<file path="src/rtl/cipu_sched_pkg.sv">
// cipu_sched_pkg: shared state/source encodings and characters for the
// phase scheduler and its character engines.
package cipu_sched_pkg;

  typedef enum logic [3:0] {
    IDLE   = 4'd0,
    F1_ST  = 4'd1,
    F1_RUN = 4'd2,
    LF_ST  = 4'd3,
    LF_RUN = 4'd4,
    F2_ST  = 4'd5,
    F2_RUN = 4'd6,
    FIN    = 4'd7,
    ERR    = 4'd8
  } state_e;

  typedef enum logic [1:0] {
    SRC_NONE = 2'd0,
    SRC_F1   = 2'd1,
    SRC_LF   = 2'd2,
    SRC_F2   = 2'd3
  } src_e;

  localparam logic [7:0] EOT_CHAR = 8'd36;
  localparam logic [7:0] SEP_CHAR = 8'd59;

  // First unmasked start state at phase index >= from, else FIN.
  function automatic state_e first_st(
    input logic [2:0] m,
    input logic [1:0] from
  );
    if (from == 2'd0 && !m[0]) return F1_ST;
    if (from <= 2'd1 && !m[1]) return LF_ST;
    if (!m[2]) return F2_ST;
    return FIN;
  endfunction

endpackage

</file>
<file path="src/rtl/cipu_phase_sched_if.sv">
// cipu_phase_sched_if: one engine channel (start pulse, character
// stream, done) between the scheduler (master) and an engine (slave).
interface cipu_phase_sched_if #(
  parameter int DATA_W = 8
);
  logic              start;
  logic              valid;
  logic [DATA_W-1:0] data;
  logic              done;

  modport master (output start, input valid, data, done);
  modport slave  (input start, output valid, data, done);
endinterface

</file>
<file path="src/rtl/cipu_watchdog.sv">
// cipu_watchdog: idle-cycle counter; timeout rises on the TIMEOUT-th
// consecutive enabled cycle without a clear.
module cipu_watchdog #(
  parameter int CNT_W   = 8,
  parameter int TIMEOUT = 255
) (
  input  logic clk,
  input  logic rst,
  input  logic clr,
  input  logic en,
  output logic timeout
);
  logic [CNT_W-1:0] cnt_q, cnt_d;

  always_comb begin
    cnt_d = cnt_q;
    if (clr) cnt_d = '0;
    else if (en) cnt_d = cnt_q + CNT_W'(1);
  end

  always_ff @(posedge clk or negedge rst) begin
    if (!rst) cnt_q <= '0;
    else      cnt_q <= cnt_d;
  end

  assign timeout = en && !clr &&
                   (cnt_q == CNT_W'(TIMEOUT - 1));
endmodule

</file>
<file path="src/rtl/cipu_phase_sched.sv">
// cipu_phase_sched: runs FIFO1, LIFO, FIFO2 engines in order and muxes
// their characters out. Optional macro CIPU_SCHED_SKIP_EN adds skip_mask.
module cipu_phase_sched
  import cipu_sched_pkg::*;
#(
  parameter int DATA_W  = 8,
  parameter int CNT_W   = 8,
  parameter int TIMEOUT = 255
) (
  input  logic              clk,
  input  logic              rst,
`ifdef CIPU_SCHED_SKIP_EN
  input  logic [2:0]        skip_mask,
`endif
  input  logic              start,
  output logic              busy,
  cipu_phase_sched_if.master f1,
  cipu_phase_sched_if.master lf,
  cipu_phase_sched_if.master f2,
  output logic              out_valid,
  output logic [DATA_W-1:0] out_data,
  output logic [1:0]        out_src,
  output logic [2:0]        phase,
  output logic [CNT_W-1:0]  cnt_f1,
  output logic [CNT_W-1:0]  cnt_lf,
  output logic [CNT_W-1:0]  cnt_f2,
  output logic              job_done,
  output logic              err_timeout
);
  state_e            state_q, state_d, nxt;
  logic [2:0]        mask_now, mask_job;
  logic              job_go, run, own_v, own_done, wd_to;
  logic [DATA_W-1:0] own_d;
  src_e              own_src;

  logic              out_valid_q, out_valid_d;
  logic [DATA_W-1:0] out_data_q, out_data_d;
  logic [1:0]        out_src_q, out_src_d;
  logic [CNT_W-1:0]  cnt_f1_q, cnt_f1_d;
  logic [CNT_W-1:0]  cnt_lf_q, cnt_lf_d;
  logic [CNT_W-1:0]  cnt_f2_q, cnt_f2_d;
  logic              err_q, err_d;

  assign job_go = (state_q == IDLE) && start;

`ifdef CIPU_SCHED_SKIP_EN
  logic [2:0] skip_q, skip_d;
  assign skip_d = job_go ? skip_mask : skip_q;
  always_ff @(posedge clk or negedge rst) begin
    if (!rst) skip_q <= '0;
    else      skip_q <= skip_d;
  end
  assign mask_now = skip_mask;
  assign mask_job = skip_q;
`else
  assign mask_now = 3'b000;
  assign mask_job = 3'b000;
`endif

  always_comb begin
    run      = 1'b0;
    own_v    = 1'b0;
    own_done = 1'b0;
    own_d    = f1.data;
    own_src  = SRC_NONE;
    unique case (1'b1)
      state_q == F1_RUN: begin
        run = 1'b1; own_v = f1.valid; own_done = f1.done;
        own_d = f1.data; own_src = SRC_F1;
      end
      state_q == LF_RUN: begin
        run = 1'b1; own_v = lf.valid; own_done = lf.done;
        own_d = lf.data; own_src = SRC_LF;
      end
      state_q == F2_RUN: begin
        run = 1'b1; own_v = f2.valid; own_done = f2.done;
        own_d = f2.data; own_src = SRC_F2;
      end
      default: ;
    endcase
  end

  cipu_watchdog #(.CNT_W(CNT_W), .TIMEOUT(TIMEOUT)) u_wd (
    .clk     (clk),
    .rst     (rst),
    .clr     (!run || own_v),
    .en      (run),
    .timeout (wd_to)
  );

  always_ff @(posedge clk or negedge rst) begin
    if (!rst) state_q <= IDLE;
    else      state_q <= state_d;
  end

  // ERR is transient: it only marks the error and collapses to IDLE.
  always_comb begin
    nxt = state_q;
    unique case (state_q)
      IDLE:   if (start) nxt = first_st(mask_now, 2'd0);
      F1_ST:  nxt = F1_RUN;
      F1_RUN: if (own_done) nxt = first_st(mask_job, 2'd1);
              else if (wd_to) nxt = ERR;
      LF_ST:  nxt = LF_RUN;
      LF_RUN: if (own_done) nxt = first_st(mask_job, 2'd2);
              else if (wd_to) nxt = ERR;
      F2_ST:  nxt = F2_RUN;
      F2_RUN: if (own_done) nxt = FIN;
              else if (wd_to) nxt = ERR;
      FIN:    nxt = IDLE;
      default: nxt = IDLE;
    endcase
    state_d = (nxt == ERR) ? IDLE : nxt;
  end

  always_comb begin
    busy     = state_q != IDLE;
    f1.start = state_q == F1_ST;
    lf.start = state_q == LF_ST;
    f2.start = state_q == F2_ST;
    job_done = state_q == FIN;
    phase    = state_q[2:0];
  end

  always_comb begin
    out_valid_d = own_v;
    out_data_d  = own_v ? own_d : out_data_q;
    out_src_d   = own_v ? own_src : SRC_NONE;
    cnt_f1_d    = cnt_f1_q;
    cnt_lf_d    = cnt_lf_q;
    cnt_f2_d    = cnt_f2_q;
    err_d       = (nxt == ERR) ? 1'b1 : err_q;
    if (job_go) begin
      cnt_f1_d = '0;
      cnt_lf_d = '0;
      cnt_f2_d = '0;
      err_d    = 1'b0;
    end else if (own_v) begin
      if (own_src == SRC_F1 && !(&cnt_f1_q))
        cnt_f1_d = cnt_f1_q + CNT_W'(1);
      if (own_src == SRC_LF && !(&cnt_lf_q))
        cnt_lf_d = cnt_lf_q + CNT_W'(1);
      if (own_src == SRC_F2 && !(&cnt_f2_q))
        cnt_f2_d = cnt_f2_q + CNT_W'(1);
    end
  end

  always_ff @(posedge clk or negedge rst) begin
    if (!rst) begin
      out_valid_q <= 1'b0;
      out_data_q  <= '0;
      out_src_q   <= '0;
      cnt_f1_q    <= '0;
      cnt_lf_q    <= '0;
      cnt_f2_q    <= '0;
      err_q       <= 1'b0;
    end else begin
      out_valid_q <= out_valid_d;
      out_data_q  <= out_data_d;
      out_src_q   <= out_src_d;
      cnt_f1_q    <= cnt_f1_d;
      cnt_lf_q    <= cnt_lf_d;
      cnt_f2_q    <= cnt_f2_d;
      err_q       <= err_d;
    end
  end

  assign out_valid   = out_valid_q;
  assign out_data    = out_data_q;
  assign out_src     = out_src_q;
  assign cnt_f1      = cnt_f1_q;
  assign cnt_lf      = cnt_lf_q;
  assign cnt_f2      = cnt_f2_q;
  assign err_timeout = err_q;
endmodule
</file>
<file path="src/flat_wrapper.sv">
// flat-port wrapper written by rule: the top's interface ports become plain ports
module cipu_phase_sched_flat import cipu_sched_pkg::*;
#(
  parameter int DATA_W  = 8,
  parameter int CNT_W   = 8,
  parameter int TIMEOUT = 255
)
  (clk, rst, start, busy, out_valid, out_data, out_src, phase, cnt_f1, cnt_lf, cnt_f2, job_done, err_timeout, f1_start, f1_valid, f1_data, f1_done, lf_start, lf_valid, lf_data, lf_done, f2_start, f2_valid, f2_data, f2_done);
  cipu_phase_sched_if #(.DATA_W(DATA_W)) f1_i ();
  cipu_phase_sched_if #(.DATA_W(DATA_W)) lf_i ();
  cipu_phase_sched_if #(.DATA_W(DATA_W)) f2_i ();
  input  logic clk;
  input  logic rst;
  input  logic start;
  output logic busy;
  output logic out_valid;
  output logic [DATA_W-1:0] out_data;
  output logic [1:0] out_src;
  output logic [2:0] phase;
  output logic [CNT_W-1:0] cnt_f1;
  output logic [CNT_W-1:0] cnt_lf;
  output logic [CNT_W-1:0] cnt_f2;
  output logic job_done;
  output logic err_timeout;
  output wire logic [$bits(f1_i.start)-1:0] f1_start;
  input wire logic [$bits(f1_i.valid)-1:0] f1_valid;
  input wire logic [$bits(f1_i.data)-1:0] f1_data;
  input wire logic [$bits(f1_i.done)-1:0] f1_done;
  output wire logic [$bits(lf_i.start)-1:0] lf_start;
  input wire logic [$bits(lf_i.valid)-1:0] lf_valid;
  input wire logic [$bits(lf_i.data)-1:0] lf_data;
  input wire logic [$bits(lf_i.done)-1:0] lf_done;
  output wire logic [$bits(f2_i.start)-1:0] f2_start;
  input wire logic [$bits(f2_i.valid)-1:0] f2_valid;
  input wire logic [$bits(f2_i.data)-1:0] f2_data;
  input wire logic [$bits(f2_i.done)-1:0] f2_done;
  assign f1_start = f1_i.start;
  assign f1_i.valid = f1_valid;
  assign f1_i.data = f1_data;
  assign f1_i.done = f1_done;
  assign lf_start = lf_i.start;
  assign lf_i.valid = lf_valid;
  assign lf_i.data = lf_data;
  assign lf_i.done = lf_done;
  assign f2_start = f2_i.start;
  assign f2_i.valid = f2_valid;
  assign f2_i.data = f2_data;
  assign f2_i.done = f2_done;
  cipu_phase_sched #(.DATA_W(DATA_W), .CNT_W(CNT_W), .TIMEOUT(TIMEOUT)) u_core (.clk(clk), .rst(rst), .start(start), .busy(busy), .f1(f1_i), .lf(lf_i), .f2(f2_i), .out_valid(out_valid), .out_data(out_data), .out_src(out_src), .phase(phase), .cnt_f1(cnt_f1), .cnt_lf(cnt_lf), .cnt_f2(cnt_f2), .job_done(job_done), .err_timeout(err_timeout));
endmodule
</file>
<file path="config.mk">
export PLATFORM = sky130hd
export DESIGN_NAME = cipu_phase_sched_flat
export DESIGN_NICKNAME = d
export VERILOG_FILES = /design/src/rtl/cipu_sched_pkg.sv /design/src/rtl/cipu_phase_sched_if.sv /design/src/rtl/cipu_watchdog.sv /design/src/rtl/cipu_phase_sched.sv /design/src/flat_wrapper.sv
export SDC_FILE = /design/constraint.sdc
export NUM_CORES = 1
export LEC_CHECK = 0
export CORE_ASPECT_RATIO = 1.5
export CORE_MARGIN = 1
export CORE_UTILIZATION = 30
export CTS_BUF_LIST = sky130_fd_sc_hd__clkbuf_4
export CTS_CLUSTER_SIZE = 28
export DETAILED_ROUTE_END_ITERATION = 6
export MAX_ROUTING_LAYER = met4
export PLACE_DENSITY_LB_ADDON = 0.05
export REMOVE_ABC_BUFFERS = 1
export SLEW_MARGIN = 25
export SYNTH_ARGS = -nofsm -noshare
export SYNTH_HDL_FRONTEND = slang
export SYNTH_HIERARCHICAL = 1
export SYNTH_SLANG_ARGS = --single-unit
</file>
<file path="constraint.sdc">
create_clock -name clk -period 2.8 [get_ports clk]
set_input_delay 0.42 -clock clk [delete_from_list [all_inputs] [get_ports clk]]
set_output_delay 0.42 -clock clk [all_outputs]
set_load 0.01 [all_outputs]
</file>
Yosys cells after proc, flatten, opt, wreduce, memory -nomap -nowiden. Index checks and enable logic that the tools add are counted.

Register bits: 48. Input port bits: 33. Output and inout port bits: 44. Logic and storage cells: 99.

Add/subtract/negate cells: 4. Eq/ne operators: 12. Mux-type cells: 47. Reduce and logical (&&, ||, !) cells: 27.

Operator list (count): $mux W8 (11); $mux W4 (9); $add A8 B1 Y8 const B (4); $pmux W4 S7 (1); $reduce_and A8 Y1 (3); $mux W1 (18); $eq A4 B3 Y1 const B (4); $pmux W8 S2 (1); $reduce_bool A2 Y1 (6); $eq A4 B2 Y1 const B (2); $eq A8 B8 Y1 const B (1); $mux W2 (4); $logic_and A1 B1 Y1 (6); $pmux W1 S3 (2); $pmux W2 S3 (1); $reduce_and A2 Y1 (3); $logic_not A1 Y1 (5); $eq A2 B2 Y1 const B (2); $eq A4 B1 Y1 const B (1); $eq A4 B4 Y1 const B (1); $logic_not A4 Y1 (1); $reduce_bool A4 Y1 (1); $reduce_or A3 Y1 (1); $eq A2 B1 Y1 const B (1); $logic_or A1 B1 Y1 (1).

Longest topological paths before layout.
Depth after elaboration: 17. Mapped depth: 10. Depth with buffers taken out: 7.

By module. Netlist, hierarchy kept.

Modules (own cells, without submodules): cipu_phase_sched (times used 1, cells each 228, area an instance 2259.7 sq um, sequential area each 1001.0 sq um); cipu_watchdog (times used 1, cells each 41, area an instance 412.9 sq um, sequential area each 200.2 sq um).

Least setup slack after synthesis. Ideal clock, no wire load.

Path kind: reg-to-reg. Start: register u_core.state_q[1]. End: register u_core.err_q (netlist: u_core/err_timeout). Library setup time: 65 ps. Arrival: 2217 ps. Data required time: 2735 ps. Slack: 518 ps. Stages on the path, launching flop included: 10. Path buffers: 2. Period minus slack after synthesis: 2282 ps. Cell sequence: dfrtp_1 > mux2_2 > a22oi_2 > buf_2 > nand2_1 > clkbuf_1 > nor3_1 > o41ai_2 > nor4_1 > o21a_1.

Longest elaborated chain between the ends: 13. Elaborated cells on any way between the ends: 26. Classes of those cells: eq/ne (7); mux (10); reduce/logical (9).

Ends and longest elaborated chain: start, declared (RTL line cipu_phase_sched.sv:30) `state_e state_q, state_d, nxt;`; start signal, assigned (RTL line cipu_phase_sched.sv:93) `else state_q <= state_d;`; $eq A4 B3 Y1, or another cell as far along (RTL line cipu_phase_sched.sv:75) `state_q == F2_RUN: begin`; $reduce_or A3 Y1 (no source line); $mux W1 (RTL line cipu_phase_sched.sv:66) `unique case (1'b1)`; $logic_not A1 Y1 (RTL line cipu_phase_sched.sv:86) `.clr (!run || own_v),`; $logic_or A1 B1 Y1 (RTL line cipu_phase_sched.sv:86); $logic_not A1 Y1 (RTL line cipu_watchdog.sv:26) `assign timeout = en && !clr &&`; $logic_and A1 B1 Y1 * (2 in a row) (RTL line cipu_watchdog.sv:26); net u_core.wd_to (RTL line cipu_phase_sched.sv:32) `logic job_go, run, own_v, own_done, wd_to;`; $mux W4 * (RTL line cipu_phase_sched.sv:103, cipu_phase_sched.sv:106, cipu_phase_sched.sv:109); $mux W4, on equally long branches (RTL line cipu_phase_sched.sv:108, cipu_phase_sched.sv:102, cipu_phase_sched.sv:105); $pmux W4 S7 * (RTL line cipu_phase_sched.sv:99) `unique case (state_q)`; $eq A4 B4 Y1 * (RTL line cipu_phase_sched.sv:132) `err_d = (nxt == ERR) ? 1'b1 : err_q;`; $reduce_bool A2 Y1 (no source line) *; end signal, assigned (RTL line cipu_phase_sched.sv:164) `err_q <= err_d;`; end, declared (RTL line cipu_phase_sched.sv:42) `logic err_q, err_d;`.

The timed path passes the listed nets; every way through them passes the cells marked *. A chain may end at the register's enable or synchronous reset.

Final worst setup path.
Start: register u_core.state_q[1]. End: output lf_start.

Longest elaborated chain between the ends: 1.

Ends and longest elaborated chain: $eq A4 B2 Y1 (RTL line cipu_phase_sched.sv:119) `lf.start = state_q == LF_ST;`; end, declared (RTL line flat_wrapper.sv:29) `output wire logic [$bits(lf_i.start)-1:0] lf_start;`.

Every way passes these cells.

==> summary.txt <==
Routing
  • Vias: 2322
  • Drt first pass iters: 4
  • Routed vias/inst: 5.13
  • DRC Markers: 0
  • Antenna viol nets, final: 0
  • WL final: 6.62 mm
  • WL per Instance: 14.6 um
  • DR iter-0 viols: 98

Global routing
  • First-pass GRT wire length: 10.8 mm
  • GRT met2 Usage: 0.253
  • Number of global-route vias before repair: 2152
  • GR Util met3: 0.0295
  • Gr ovfl total: 0
  • Grt met1 use: 0.182
  • Pin count of the biggest net entering global routing: 32
  • Initial antenna violation count: 0
  • GRT Max-Usage Layer: met2
  • Global-route usage over all layers: 0.153

Logic synthesis
  • Mapped cell area: 2670 um2
  • Ranking of synthesized cells by area: dfrtp_1, mux2i_1, nor2_1
  • Synth cell count leaders: dfrtp_1, nor2_1, a21oi_1, nand2_1, nand3_1
  • Top-count cell post-synth: dfrtp_1
  • Ys flop type: dfrtp_1
  • Register area share after synthesis: 0.449
  • Top cell type's share of synthesized area: 0.449
  • Syn Inst Count: 269
  • Count of cell types in the netlist: 53
  • Post-synth top area cell: dfrtp_1
  • Post-synthesis async set-or-reset flop share: 1.00
  • Post-synth EDFFs: 0
  • Synthesis-stage register bit count: 48
  • Syn. warnings: 6
  • Mean post-synth cell area: 9.94 um2

Place
  • PortBufs: 76
  • Placed insts: 444
  • DP Wirelength: 4.79 mm
  • Final RePlAce weighted congestion: 0.741

STA
  • Tightest Pin Transition: 653 ps
  • Crit path time final: 2520 ps
  • Tcrit/Tclk final: 0.901
  • Worst Skew: 22.9 ps
  • # setup viols final: 0
  • Hold Violations, Final: 0
  • Fmax: 0.396 GHz
  • Setup TNS: 0 ps
  • Relative slew slack: 0.563
  • Unrepaired setup endpoints after global routing: no
  • Slew Limit Fails: 0

Die
  • I/O Pins: 77
  • Initial Util: 0.314
  • Core Area: 8520 um2
  • Row cnt: 41
  • Die area: 9300 um2
  • Die height: 118 um
  • Die Span X: 79.1 um

Critical path
  • Worst reg2reg path depth: 7
  • Critical-path maximum fanout: 13
  • Crit path cell chain: buf_4, nand2_1, nor3_1, clkdlybuf4s50_1
  • Setup slack, reg-to-reg: 640 ps
  • RR Startpoint: u_core/state_q[1]
  • Slowest-stage cell, CP: dfrtp_1
  • Startpoint Class: flop
  • CP delay by family, top: buffers and inverters
  • Crit path buf inv count: 2
  • Critical Path AT: 2100 ps
  • Crit path depth: 4
  • Critical Path RT: 2380 ps
  • Worst r2r dst: u_core/err_timeout
  • Worst stage delay on the critical path: 610 ps
  • Crit. End Element: primary output
  • CP Class: reg2out

Flow run
  • Max_cap viols: 0

Cells and area
  • Area Growth Syn to Fin: 35.4%
  • Non-Filler Instances: 453
  • Share of cells above drive strength 1: 0.0896
  • Diode count: 0
  • Final #Nets: 383
  • Util after Layout: 0.425

Clock network
  • Worst-path clk slew: 160 ps
  • CTS Root Buffer Type: clkbuf_4
  • CTS tree: built
  • Hold Buf Count CTS: 1
  • TritonCTS Buffers: 5
  • Clock buffer depth: 2
  • Sink Count: 48
  • PostCTS Resize Cnt: 0
  • Clk_lat worst skew: 380 ps
  • Post-CTS setup buffers: 0
  • Htree depth: 2

Power
  • Leakage power: 0.00145 uW
  • VDD IR-drop max: 0.000187 V
  • Design Power: 1590 uW
  • Power density cells: 438 nW/um2

Outcome
  • Status: complete, no violations

Min path
  • Worst Hold Class: in2async
[how the worst max path moves through the flow]
stage | startpoint | end | slack (ps)
floorplan | u_core/state_q[1] | u_core/err_timeout | -10
global placement | f2_valid | u_core/err_timeout | 490
global route | u_core/state_q[1] | lf_start | 110
detailed placement | f2_valid | u_core/err_timeout | 400
CTS | u_core/state_q[1] | lf_start | 250
finish | u_core/state_q[1] | lf_start | 280
[cell usage in the layout (no fill, tap or decap), types with 7 or more instances in the layout]
| master | n |
|---|---|
| a21oi_1 | 14 |
| mux2i_1 | 12 |
| nand2_1 | 14 |
| a21o_1 | 8 |
| o21ai_0 | 11 |
| clkdlybuf4s50_1 | 75 |
| nand3_1 | 14 |
| nor2_1 | 21 |
| nand4_1 | 7 |
| buf_4 | 8 |
| inv_1 | 13 |
| a211oi_1 | 10 |
| dfrtp_1 | 48 |
[layout make-up]
class	count	area (um2)
multi-input cells	192	1330
clock buffers	6	45.0
well taps	107	134
clock inverters	2	35.0
flip-flops and latches	48	1200
repair buffers	85	826
fillers	875	4900
inverters	13	48.8
[sequential cells by signal (all words and copies together), names as in the netlist]
| name | cells |
|---|---|
| u_core/cnt_f1 | 8 |
| u_core/cnt_f2 | 8 |
| u_core/cnt_lf | 8 |
| u_core/err_timeout | 1 |
| u_core/out_data | 8 |
| u_core/out_src | 2 |
| u_core/out_valid | 1 |
| u_core/state_q | 4 |
| u_core/u_wd/cnt_q | 8 |
[worst reg2reg max path, stage by stage, from the launching register on]
cell and delay, ps:
dfrtp_1 610, mux2_2 420, a22oi_2 200, nand2_1 100
nor3_1 250, o41ai_2 140, nor4_1 250, o21a_1 140
[stage by stage]
| stage | setup slack [ps] | instance area [um2] | hold WS [ps] |
|---|---|---|---|
| CTS | 254 | 3620 | 477 |
| global route | 110 | 3620 | 484 |
| global placement | 487 | 3530 | 386 |
| finish | 276 | 3620 | 478 |
| detailed placement | 403 | 3530 | 384 |
| floorplan | -13.4 | 2580 | 124 |
[cell families (layout without fill, tap and decap cells)]
group,count (synthesis),after routing,synth area share
AND/OR/NAND/NOR,94,94,0.204
flip-flops,48,48,0.449
buffers and inverters,29,106,0.0534
adder cells (fa/ha/maj),5,5,0.0234
multiplexers,14,14,0.0534
AO/OA/AOI/OAI,72,72,0.195
other,1,1,0.00140
XOR/XNOR,6,6,0.0197
[per-layer routing]
layer | wire [um] | part of all wire
met1 | 2890 | 0.44
met2 | 3380 | 0.51
met3 | 253 | 0.038
met4 | 100 | 0.015
met5 | 0 | 0
[power breakdown]
group          internal (uW)  leakage (uW)  switching, uW
sequential               752      0.000656           49.6
clock                    197     0.0000456            230
combinational            210      0.000750            147
(Power assumes the default switching activity.)
